===== config.mk =====
export PLATFORM = sky130hd
export DESIGN_NAME = ad7606_ctrl
export DESIGN_NICKNAME = d
export VERILOG_FILES = /design/src/rtl/ad7606_ctrl.sv
export SDC_FILE = /design/constraint.sdc
export NUM_CORES = 1
export LEC_CHECK = 0
export CAP_MARGIN = 10
export CORE_AREA = 5 5 73 75
export CTS_BUF_LIST = sky130_fd_sc_hd__clkbuf_4 sky130_fd_sc_hd__clkbuf_8
export DETAILED_ROUTE_END_ITERATION = 7
export DIE_AREA = 0 0 78 80
export DONT_BUFFER_PORTS = 1
export PLACE_DENSITY_LB_ADDON = 0.25
export SLEW_MARGIN = 20
export SYNTH_ARGS = -nofsm -noshare
export SYNTH_HDL_FRONTEND = slang
export SYNTH_SLANG_ARGS = --single-unit

===== constraint.sdc =====
create_clock -name clk_i -period 4.85 [get_ports clk_i]
set_clock_uncertainty 0.2 [all_clocks]
set_input_delay 0.97 -clock clk_i [delete_from_list [all_inputs] [get_ports clk_i]]
set_output_delay 0.97 -clock clk_i [all_outputs]
set_load 0.02 [all_outputs]

===== src/rtl/ad7606_ctrl.sv =====
// ad7606_ctrl: parallel-interface read controller for the AD7606 8-channel ADC.
// Sequences the ADC RESET pin after system reset, issues CONVST on request,
// waits out BUSY, strobes CS/RD across the eight channels and forwards each
// 16-bit result as a channel-tagged stream beat.
//
// Build option: define AD7606_FRSTDATA_CHECK_EN to check FRSTDATA at every
// capture and report a mismatch on err_frst_o. Without it frstdata_i is ignored
// and err_frst_o is tied low.
`timescale 1ns/1ps

module ad7606_ctrl #(
    parameter int RESET_CYC        = 8,
    parameter int CONVST_LOW_CYC   = 2,
    parameter int RD_LOW_CYC       = 3,
    parameter int RD_HIGH_CYC      = 2,
    parameter int BUSY_RISE_CYC    = 16,
    parameter int BUSY_TIMEOUT_CYC = 40000
) (
    input  logic        clk_i,
    input  logic        reset_n_i,
    input  logic        start_i,
    input  logic [2:0]  os_i,
    output logic        ctrl_busy_o,
    output logic        adc_reset_o,
    output logic        convst_o,
    output logic        cs_n_o,
    output logic        rd_n_o,
    output logic [2:0]  os_o,
    input  logic [15:0] db_i,
    input  logic        busy_i,
    input  logic        frstdata_i,
    output logic [15:0] sample_data_o,
    output logic [2:0]  sample_chan_o,
    output logic        sample_valid_o,
    input  logic        sample_ready_i,
    output logic        err_timeout_o,
    output logic        err_frst_o,
    output logic [2:0]  dbg_state_o
);

    // Stream handshake: a beat transfers on a rising clk_i edge where
    // sample_valid_o and sample_ready_i are both high. Once sample_valid_o is
    // raised, sample_data_o/sample_chan_o hold steady until that transfer;
    // valid never drops without a transfer (except on reset).

    function automatic int max2(input int a, input int b);
        return (a > b) ? a : b;
    endfunction

    // The rise window is widened by the synchronizer depth so a BUSY edge on
    // the last allowed raw cycle is still seen before the timeout fires.
    localparam int RISE_LIMIT = BUSY_RISE_CYC + 1;
    localparam int CNT_MAX    = max2(max2(max2(RESET_CYC, BUSY_TIMEOUT_CYC),
                                          max2(RISE_LIMIT, CONVST_LOW_CYC)),
                                     max2(RD_LOW_CYC, RD_HIGH_CYC));
    localparam int CNT_W      = $clog2(CNT_MAX + 1);

    typedef enum logic [2:0] {
        ST_ADC_RST      = 3'd0,
        ST_IDLE         = 3'd1,
        ST_CONVST       = 3'd2,
        ST_WAIT_BUSY_HI = 3'd3,
        ST_WAIT_BUSY_LO = 3'd4,
        ST_RD_LOW       = 3'd5,
        ST_RD_HIGH      = 3'd6,
        ST_DONE         = 3'd7
    } state_t;

    state_t             state_q;
    logic [CNT_W-1:0]   cnt_q;
    logic [2:0]         chan_q;
    logic               last_q;
    logic               busy_meta_q;
    logic               busy_sync_q;
    logic               can_load;

`ifndef AD7606_FRSTDATA_CHECK_EN
    logic               frst_unused;
    assign frst_unused = frstdata_i;
    assign err_frst_o  = 1'b0;
`endif

    // A new capture may only start when the output register is empty or is
    // being emptied in this very cycle.
    assign can_load    = !sample_valid_o || sample_ready_i;
    assign ctrl_busy_o = (state_q != ST_IDLE);
    assign dbg_state_o = state_q;

    // Two-flop synchronizer for the asynchronous ADC BUSY pin.
    always_ff @(posedge clk_i or negedge reset_n_i) begin
        if (!reset_n_i) begin
            busy_meta_q <= 1'b0;
            busy_sync_q <= 1'b0;
        end else begin
            busy_meta_q <= busy_i;
            busy_sync_q <= busy_meta_q;
        end
    end

    // Main control FSM with registered ADC pins and output stream register.
    always_ff @(posedge clk_i or negedge reset_n_i) begin
        if (!reset_n_i) begin
            state_q        <= ST_ADC_RST;
            cnt_q          <= '0;
            chan_q         <= 3'd0;
            last_q         <= 1'b0;
            adc_reset_o    <= 1'b0;
            convst_o       <= 1'b1;
            cs_n_o         <= 1'b1;
            rd_n_o         <= 1'b1;
            os_o           <= 3'd0;
            sample_data_o  <= 16'd0;
            sample_chan_o  <= 3'd0;
            sample_valid_o <= 1'b0;
            err_timeout_o  <= 1'b0;
`ifdef AD7606_FRSTDATA_CHECK_EN
            err_frst_o     <= 1'b0;
`endif
        end else begin
            // Drain the output register on a handshake; a capture below
            // in the same cycle re-arms it.
            if (sample_valid_o && sample_ready_i) begin
                sample_valid_o <= 1'b0;
            end

            case (state_q)
                ST_ADC_RST: begin
                    if (cnt_q == CNT_W'(RESET_CYC)) begin
                        adc_reset_o <= 1'b0;
                        cnt_q       <= '0;
                        state_q     <= ST_IDLE;
                    end else begin
                        adc_reset_o <= 1'b1;
                        cnt_q       <= cnt_q + CNT_W'(1);
                    end
                end

                ST_IDLE: begin
                    if (start_i) begin
                        os_o          <= os_i;
                        err_timeout_o <= 1'b0;
`ifdef AD7606_FRSTDATA_CHECK_EN
                        err_frst_o    <= 1'b0;
`endif
                        convst_o      <= 1'b0;
                        cnt_q         <= CNT_W'(1);
                        state_q       <= ST_CONVST;
                    end
                end

                ST_CONVST: begin
                    if (cnt_q == CNT_W'(CONVST_LOW_CYC)) begin
                        convst_o <= 1'b1;
                        cnt_q    <= '0;
                        state_q  <= ST_WAIT_BUSY_HI;
                    end else begin
                        cnt_q <= cnt_q + CNT_W'(1);
                    end
                end

                ST_WAIT_BUSY_HI: begin
                    if (busy_sync_q) begin
                        cnt_q   <= '0;
                        state_q <= ST_WAIT_BUSY_LO;
                    end else if (cnt_q == CNT_W'(RISE_LIMIT)) begin
                        err_timeout_o <= 1'b1;
                        cnt_q         <= '0;
                        state_q       <= ST_IDLE;
                    end else begin
                        cnt_q <= cnt_q + CNT_W'(1);
                    end
                end

                ST_WAIT_BUSY_LO: begin
                    // Parking in RD_HIGH with its hold already satisfied gives
                    // one cycle of CS-to-RD setup and applies the
                    // output-register gate to channel 0 as well (the previous
                    // frame's last beat may still be pending).
                    if (!busy_sync_q) begin
                        cs_n_o  <= 1'b0;
                        chan_q  <= 3'd0;
                        last_q  <= 1'b0;
                        cnt_q   <= CNT_W'(RD_HIGH_CYC - 1);
                        state_q <= ST_RD_HIGH;
                    end else if (cnt_q == CNT_W'(BUSY_TIMEOUT_CYC - 1)) begin
                        err_timeout_o <= 1'b1;
                        cnt_q         <= '0;
                        state_q       <= ST_IDLE;
                    end else begin
                        cnt_q <= cnt_q + CNT_W'(1);
                    end
                end

                ST_RD_LOW: begin
                    if (cnt_q == CNT_W'(RD_LOW_CYC - 1)) begin
                        sample_data_o  <= db_i;
                        sample_chan_o  <= chan_q;
                        sample_valid_o <= 1'b1;
`ifdef AD7606_FRSTDATA_CHECK_EN
                        if (frstdata_i != (chan_q == 3'd0)) begin
                            err_frst_o <= 1'b1;
                        end
`endif
                        rd_n_o  <= 1'b1;
                        cnt_q   <= '0;
                        state_q <= ST_RD_HIGH;
                        if (chan_q == 3'd7) begin
                            last_q <= 1'b1;
                        end else begin
                            chan_q <= chan_q + 3'd1;
                        end
                    end else begin
                        cnt_q <= cnt_q + CNT_W'(1);
                    end
                end

                ST_RD_HIGH: begin
                    if (cnt_q >= CNT_W'(RD_HIGH_CYC - 1)) begin
                        if (last_q) begin
                            state_q <= ST_DONE;
                        end else if (can_load) begin
                            rd_n_o  <= 1'b0;
                            cnt_q   <= '0;
                            state_q <= ST_RD_LOW;
                        end
                    end else begin
                        cnt_q <= cnt_q + CNT_W'(1);
                    end
                end

                ST_DONE: begin
                    cs_n_o  <= 1'b1;
                    last_q  <= 1'b0;
                    state_q <= ST_IDLE;
                end

                default: begin
                    state_q <= ST_ADC_RST;
                end
            endcase
        end
    end

endmodule


==> run summary, run 1 <==
Leak pwr -> 0.00129 uW
Register area -> 1330 um2
Die H -> 80 um
Vias in the first global route -> 2,115
Via density -> 6.34
R2R setup slack -> 1430 ps
Post-CTS Setup Repair Bufs -> 0
Clock tree from TritonCTS -> built
Simple-gate share of the synthesized area -> 18.8%
DRC viols -> 0
Fin cells -> 347
DRT antenna net count -> 0
Yosys top cell by area -> dfrtp_1
First-pass GRT wire length -> 10,300 um
Status -> completed
Clock Pin Slew Worst Setup and Hold Paths -> 100 ps
FILL cells -> 344
Hold Path Class -> in2async
Syn Inst Count -> 302
CTS Buf Count -> 5
DRT iter0 DRCs -> 103
Max Slew Vio Count -> 0
R2R depth -> 6
Least-Margin Pin Slew -> 1000 ps
Worst-path fanout max -> 22
Rel. slew slack -> 33.2%
Largest family of logic cells by synthesized area -> simple AND/OR/NAND/NOR gates
DPL Wire Length -> 4270 um
Flops & latches, synth -> 53
Ant diodes -> 0
PwrDens -> 242 nW/um2
CTS Buffer Depth -> 2
Syn_nets -> 334
H-tree depth -> 2
Grt total ovfl -> 0
Share of the synthesized area in the top cell type -> 41.8%
Setup crit start kind -> flop
VDD IR-drop max -> 0.153 mV
Worst R2R Start -> cnt_q[10]
Hold Slack -> 135 ps
Multi-input logic area -> 1480 um2
Crit Path Class -> reg2reg
Wire length per cell -> 17.5 um
Die area -> 6240 um2
Reg2reg end -> chan_q[0]
Final Cycle Share -> 70.5%
Crit end category -> flop
Fmax -> 0.292 GHz
IO Port Bufs -> 0
Global Route Usage Sum -> 20.3%
Top_reg_cell synth -> dfrtp_1
Placed cells -> 339
Distinct cells, synth -> 64
RSZ-0062 raised after global routing -> no
Synth top area cells -> dfrtp_1, mux2_2, nand2_1, a21oi_1, nor2_1
DIE WIDTH -> 78 um
Layout area overhead -> 0.919%
Mean Syn Cell Area -> 9.91 um2
MaxCap Viol Count -> 0
Fin crit period -> 3420 ps
Starting Density -> 65.1%
Row count -> 25
CP required -> 4900 ps
Post-CTS Resized -> 0
Initial antenna violation count -> 0
Synth async-reset ratio -> 100%
Final TNS setup -> 0 ps
Share of cells above drive strength 1 -> 16.0%
Largest net degree at the start of global routing -> 54
Total wire length -> 6060 um
Clk root buf -> clkbuf_8
Hold_buf cts -> 0
Arrival time at the worst endpoint -> 3470 ps
Nets -> 324
Core area -> 4600 um2
Clk sinks -> 53
Adder-cell area share of the yosys netlist -> 2.93%
Vias -> 2,201
Post-synth EDFFs -> 0
Gp weighted congestion -> 0.876
Synth Cell Area -> 2990 um2
Seq/Total Area, Yosys -> 44.4%
Post-synthesis compound-gate area fraction -> 18.4%
Post-placement setup slack -> 1480 ps
Detailed Routing Iterations Pass 1 -> 4
Final hold vios -> 0
Final WS setup -> 1430 ps
Multiplexer share of the synthesized area -> 8.98%
Post-synthesis xor/xnor area fraction -> 0%
Yosys warning count -> 0
Clock Latency Late Sink -> 310 ps
Setup Viol. Count Final -> 0
Boundary Pins -> 58
## final cells by class
cell class / instances / share of cell area, %
clock buffers: 6 / 2.53
inverters: 11 / 1.37
flip-flops and latches: 53 / 44.0
multi-input cells: 219 / 48.9
clock inverters: 2 / 0.497
repair buffers: 2 / 0.497
well taps: 54 / 2.24
## synth_stat cells, drive strengths merged, types with 3 or more instances
master,count
a21oi,24
buf,8
o22ai,3
mux2,23
and2,3
nand2,38
clkbuf,11
a221o,8
o31a,3
ha,7
dfstp,3
or3,3
and4,3
nor3,8
dfrtp,50
o21ai,11
a211oi,3
nor2,24
nand3,8
or4,3
nor4,7
o31ai,4
inv,11
## routing by layer
layer	part of all wire, %	routed length (um)	GRT usage (%)	vias to the layer above
li1	-	-	-	1078
met1	44	2690	28.2	1053
met2	48	2880	31.5	61
met3	6.3	380	4.18	9
met4	1.7	105	7.60	0
met5	0	0	0	-
## report_power, final
group          internal (uW)  switching (uW)  leakage (uW)
Sequential               451            15.9      0.000649
Combinational           7.25            4.36      0.000596
Clock                    108             147     0.0000408
Total                    565             167       0.00129
## per-stage QoR
step	cell area, um2	total power (uW)	utilization (%)
finish	3020	732	65.7
global placement	2930	486	63.7
floorplan	2990	485	-
CTS	3020	742	65.7
global route	3020	761	65.7
detailed placement	2930	487	63.7
## critical path, stage by stage, from the launching register on
cell and delay, ps:
dfrtp_1 460, nor4_1 620, nand4_1 280, nor2_1 360, nand3_1 770, nor2_1 450, mux2_2 210
## registers in the layout (all words and copies together) (netlist names)
name	flops
adc_reset_o	1
busy_meta_q	1
busy_sync_q	1
chan_q	3
cnt_q	16
convst_o	1
cs_n_o	1
dbg_state_o	3
err_timeout_o	1
last_q	1
os_o	3
rd_n_o	1
sample_chan_o	3
sample_data_o	16
sample_valid_o	1
## cells by family (layout without fill, tap and decap cells)
family	Yosys count	after routing
buf+inv	30	21
other cells	1	1
compound gates	77	77
flops	53	53
fa+ha+maj	7	7
simple gates	110	110
mux	24	24
## worst max-delay path by stage
stage / from / end / slack (ps) / cells past startpoint
floorplan: cnt_q[8] / dbg_state_o[0] / 2130 / 7
global placement: cnt_q[10] / chan_q[0] / 1610 / 6
detailed placement: cnt_q[10] / chan_q[0] / 1480 / 6
CTS: cnt_q[10] / chan_q[0] / 1470 / 6
global route: cnt_q[10] / chan_q[0] / 1100 / 6
finish: cnt_q[10] / chan_q[0] / 1430 / 6
## layout by cell type, fill, tap and decap left out, types with 3 or more instances in the layout
| cell | synthesis | layout |
|---|---|---|
| mux2_2 | 23 | 23 |
| a211oi_1 | 3 | 3 |
| nand2_1 | 37 | 37 |
| and2_1 | 3 | 3 |
| clkbuf_8 | 4 | 5 |
| nand3_1 | 7 | 7 |
| o31ai_1 | 4 | 4 |
| a221o_1 | 8 | 8 |
| or3_1 | 3 | 3 |
| nor4_1 | 6 | 6 |
| o22ai_1 | 3 | 3 |
| dfstp_2 | 3 | 3 |
| nor2_1 | 24 | 24 |
| inv_1 | 11 | 11 |
| a21oi_1 | 23 | 23 |
| nor3_1 | 8 | 8 |
| o21ai_0 | 10 | 10 |
| dfrtp_1 | 50 | 50 |
| ha_1 | 7 | 7 |
Note: power is estimated with default switching activity, not from simulation.
==> inputs of run 2 (changes only) <==
Settings changed: CORE_AREA 5 5 73 75 to 5 5 78 80, DIE_AREA 0 0 78 80 to 0 0 83 85.
Clock period 4.85 ns to 3 ns, I/O delays scaled along.
==> run 2 against run 1 <==
  * Core utilization down 5.9 points
  * Cell count up 9.8%
  * Non-clock buffer count up 16
  * Via count up 2.2%
  * Sequential cell count unchanged
  * Clock power up 65%
  * Global-route usage down 1.5 points
  * Critical path depth unchanged
  * Sequential share of layout area down 2.3 points
  * Critical path type unchanged
==> run summary, run 2 (synthesis results as in run 1) <==
Status -> completed (unchanged)
Clock Latency Late Sink -> 320 ps (was 310 ps)
Slowest-stage cell, CP -> nor4_1 (was nand3_1)
Global Route Usage Sum -> 18.8% (was 20.3%)
Setup Viol. Count Final -> 0 (unchanged)
Max Slew Vio Count -> 0 (unchanged)
Final hold vios -> 0 (unchanged)
Detailed Routing Iterations Pass 1 -> 4 (unchanged)
Layout area overhead -> 6.60% (was 0.919%)
PwrDens -> 379 nW/um2 (was 242 nW/um2)
Worst path cell trace -> nor4_1, nand4_1, and4_2, a221o_1, or3_1, o211a_1 (was nor4_1, nand4_1, nor2_1, nand3_1, nor2_1, mux2_2)
Hold Path Class -> in2reg (was in2async)
Rel. slew slack -> 60.4% (was 33.2%)
Highest Signal Layer -> met4 (unchanged)
Reg2reg end -> dbg_state_o[0] (was chan_q[0])
Die area -> 7060 um2 (was 6240 um2)
Commonest non-fill, non-tap cells in the layout -> dfrtp_1, nand2_1, nor2_1 (unchanged)
H-tree depth -> 2 (unchanged)
Starting Density -> 56.1% (was 65.1%)
Final Cycle Share -> 95.1% (was 70.5%)
First-pass GRT wire length -> 10,900 um (was 10,300 um)
Crit end category -> flop (unchanged)
IO Port Bufs -> 0 (unchanged)
WL met1 -> 2770 um (was 2690 um)
Fmax -> 0.350 GHz (was 0.292 GHz)
Vias in the first global route -> 2,262 (was 2,115)
R2R depth -> 6 (unchanged)
Boundary Pins -> 58 (unchanged)
Commonest non-fill, non-tap cell in the layout -> dfrtp_1 (unchanged)
CTS Buffer Depth -> 2 (unchanged)
Least-Margin Pin Slew -> 591 ps (was 1000 ps)
Row count -> 27 (was 25)
Met2 Wirelength -> 3090 um (was 2880 um)
Vias -> 2,249 (was 2,201)
Worst R2R Start -> cnt_q[13] (was cnt_q[10])
Die H -> 85 um (was 80 um)
MaxCap Viol Count -> 0 (unchanged)
Ant diodes -> 0 (unchanged)
Util after Layout -> 59.8% (was 65.7%)
VDD IR-drop max -> 0.246 mV (was 0.153 mV)
Clock Pin Slew Worst Setup and Hold Paths -> 100 ps (about the same)
Crit path largest cell delay -> 480 ps (was 770 ps)
CTS Buf Count -> 5 (unchanged)
Setup crit start kind -> flop (unchanged)
Crit Path Class -> reg2reg (unchanged)
Leak pwr -> 0.00137 uW (was 0.00129 uW)
DPL Wire Length -> 4600 um (was 4270 um)
R2R setup slack -> 150 ps (was 1430 ps)
DRT iter0 DRCs -> 150 (was 103)
Total wire length -> 6290 um (was 6060 um)
Clk sinks -> 53 (unchanged)
Clk root buf -> clkbuf_8 (unchanged)
Largest net degree at the start of global routing -> 54 (unchanged)
Arrival time at the worst endpoint -> 2860 ps (was 3470 ps)
Wire length per cell -> 16.5 um (was 17.5 um)
Clock tree from TritonCTS -> built (unchanged)
DRC viols -> 0 (unchanged)
CP required -> 3000 ps (was 4900 ps)
Initial antenna violation count -> 0 (unchanged)
WHS Endpoint -> busy_meta_q
DIE WIDTH -> 83 um (was 78 um)
Core area -> 5340 um2 (was 4600 um2)
Biggest regs -> cnt_q: 16 flops, sample_data_o: 16 flops (unchanged)
Nets -> 340 (was 324)
RSZ-0062 raised after global routing -> no (unchanged)
DRT antenna net count -> 0 (unchanged)
Met3 routed WL -> 361 um (was 380 um)
Fin crit period -> 2850 ps (was 3420 ps)
Final TNS setup -> 0 ps (unchanged)
Hold path startpoint -> busy_i
Grt total ovfl -> 0 (unchanged)
Gp weighted congestion -> 0.847 (was 0.876)
Share of cells above drive strength 1 -> 20.4% (was 16.0%)
Hold Path Depth -> 0
Post-CTS Setup Repair Bufs -> 0 (unchanged)
Worst-path fanout max -> 7 (was 22)
Via density -> 5.90 (was 6.34)
==> run 2: cell type report <==
class	instances	area, um2
Multi-Input combinational cell	219	1480
Inverter	11	41.3
Clock inverter	2	15.0
Tap cell	72	90.1
Clock buffer	6	76.3
Fill cell	479	2150
Sequential cell	53	1330
Timing Repair Buffer	18	158
==> run 2: worst max-delay path: cells and delay by family, from the launching register on <==
family	cells	cell delay, ps
flip-flops	1	460
AND/OR/NAND/NOR	4	1470
AO/OA/AOI/OAI	2	610
==> run 2: timing repair <==
item	in CTS	in global routing
hold buffers	2	0
setup endpoints to repair	0	8
hold endpoints to repair	53	0
resized for setup	0	1
==> run 2: how the worst max path moves through the flow <==
stage                     slack [ps]  cells after the start              to      start
final                            150                      6  dbg_state_o[0]  cnt_q[13]
after global routing              20                      8        cnt_q[2]  cnt_q[11]
after CTS                        130                      7       cnt_q[11]  cnt_q[11]
after detailed placement         140                      7        cnt_q[6]  cnt_q[11]
after global placement           200                      7        cnt_q[6]  cnt_q[11]
after floorplan                  280                      7  dbg_state_o[0]   cnt_q[8]
==> run 2: report_power, final <==
part           leakage, uW  switching (uW)  internal [uW]
Sequential        0.000649            25.9            728
Clock            0.0000408             245            174
Combinational     0.000684            20.4           16.3
Total              0.00137             291            919
==> run 2: routing by layer <==
layer | vias to the layer above | global-route usage (%)
li1 | 1106 | -
met1 | 1077 | 24.9
met2 | 60 | 30.4
met3 | 6 | 4.95
met4 | 0 | 5.79
met5 | - | 0
==> run 2: metrics by stage <==
step | setup WS (ps) | instances | power, uW | hold WS [ps] | cell area (um2)
floorplan | 282 | 302 | 783 | 104 | 2990
detailed placement | 144 | 371 | 788 | 107 | 3060
CTS | 130 | 381 | 1220 | 105 | 3190
global placement | 196 | 371 | 786 | 106 | 3060
global route | 23.8 | 381 | 1260 | 88.5 | 3190
finish | 146 | 381 | 1210 | 109 | 3190
==> inputs of run 3 (changes only) <==
Settings changed: SLEW_MARGIN 20 to not set.
==> results of run 3 <==
Same layout as run 2: the final DEF is identical, and so are final timing and power.
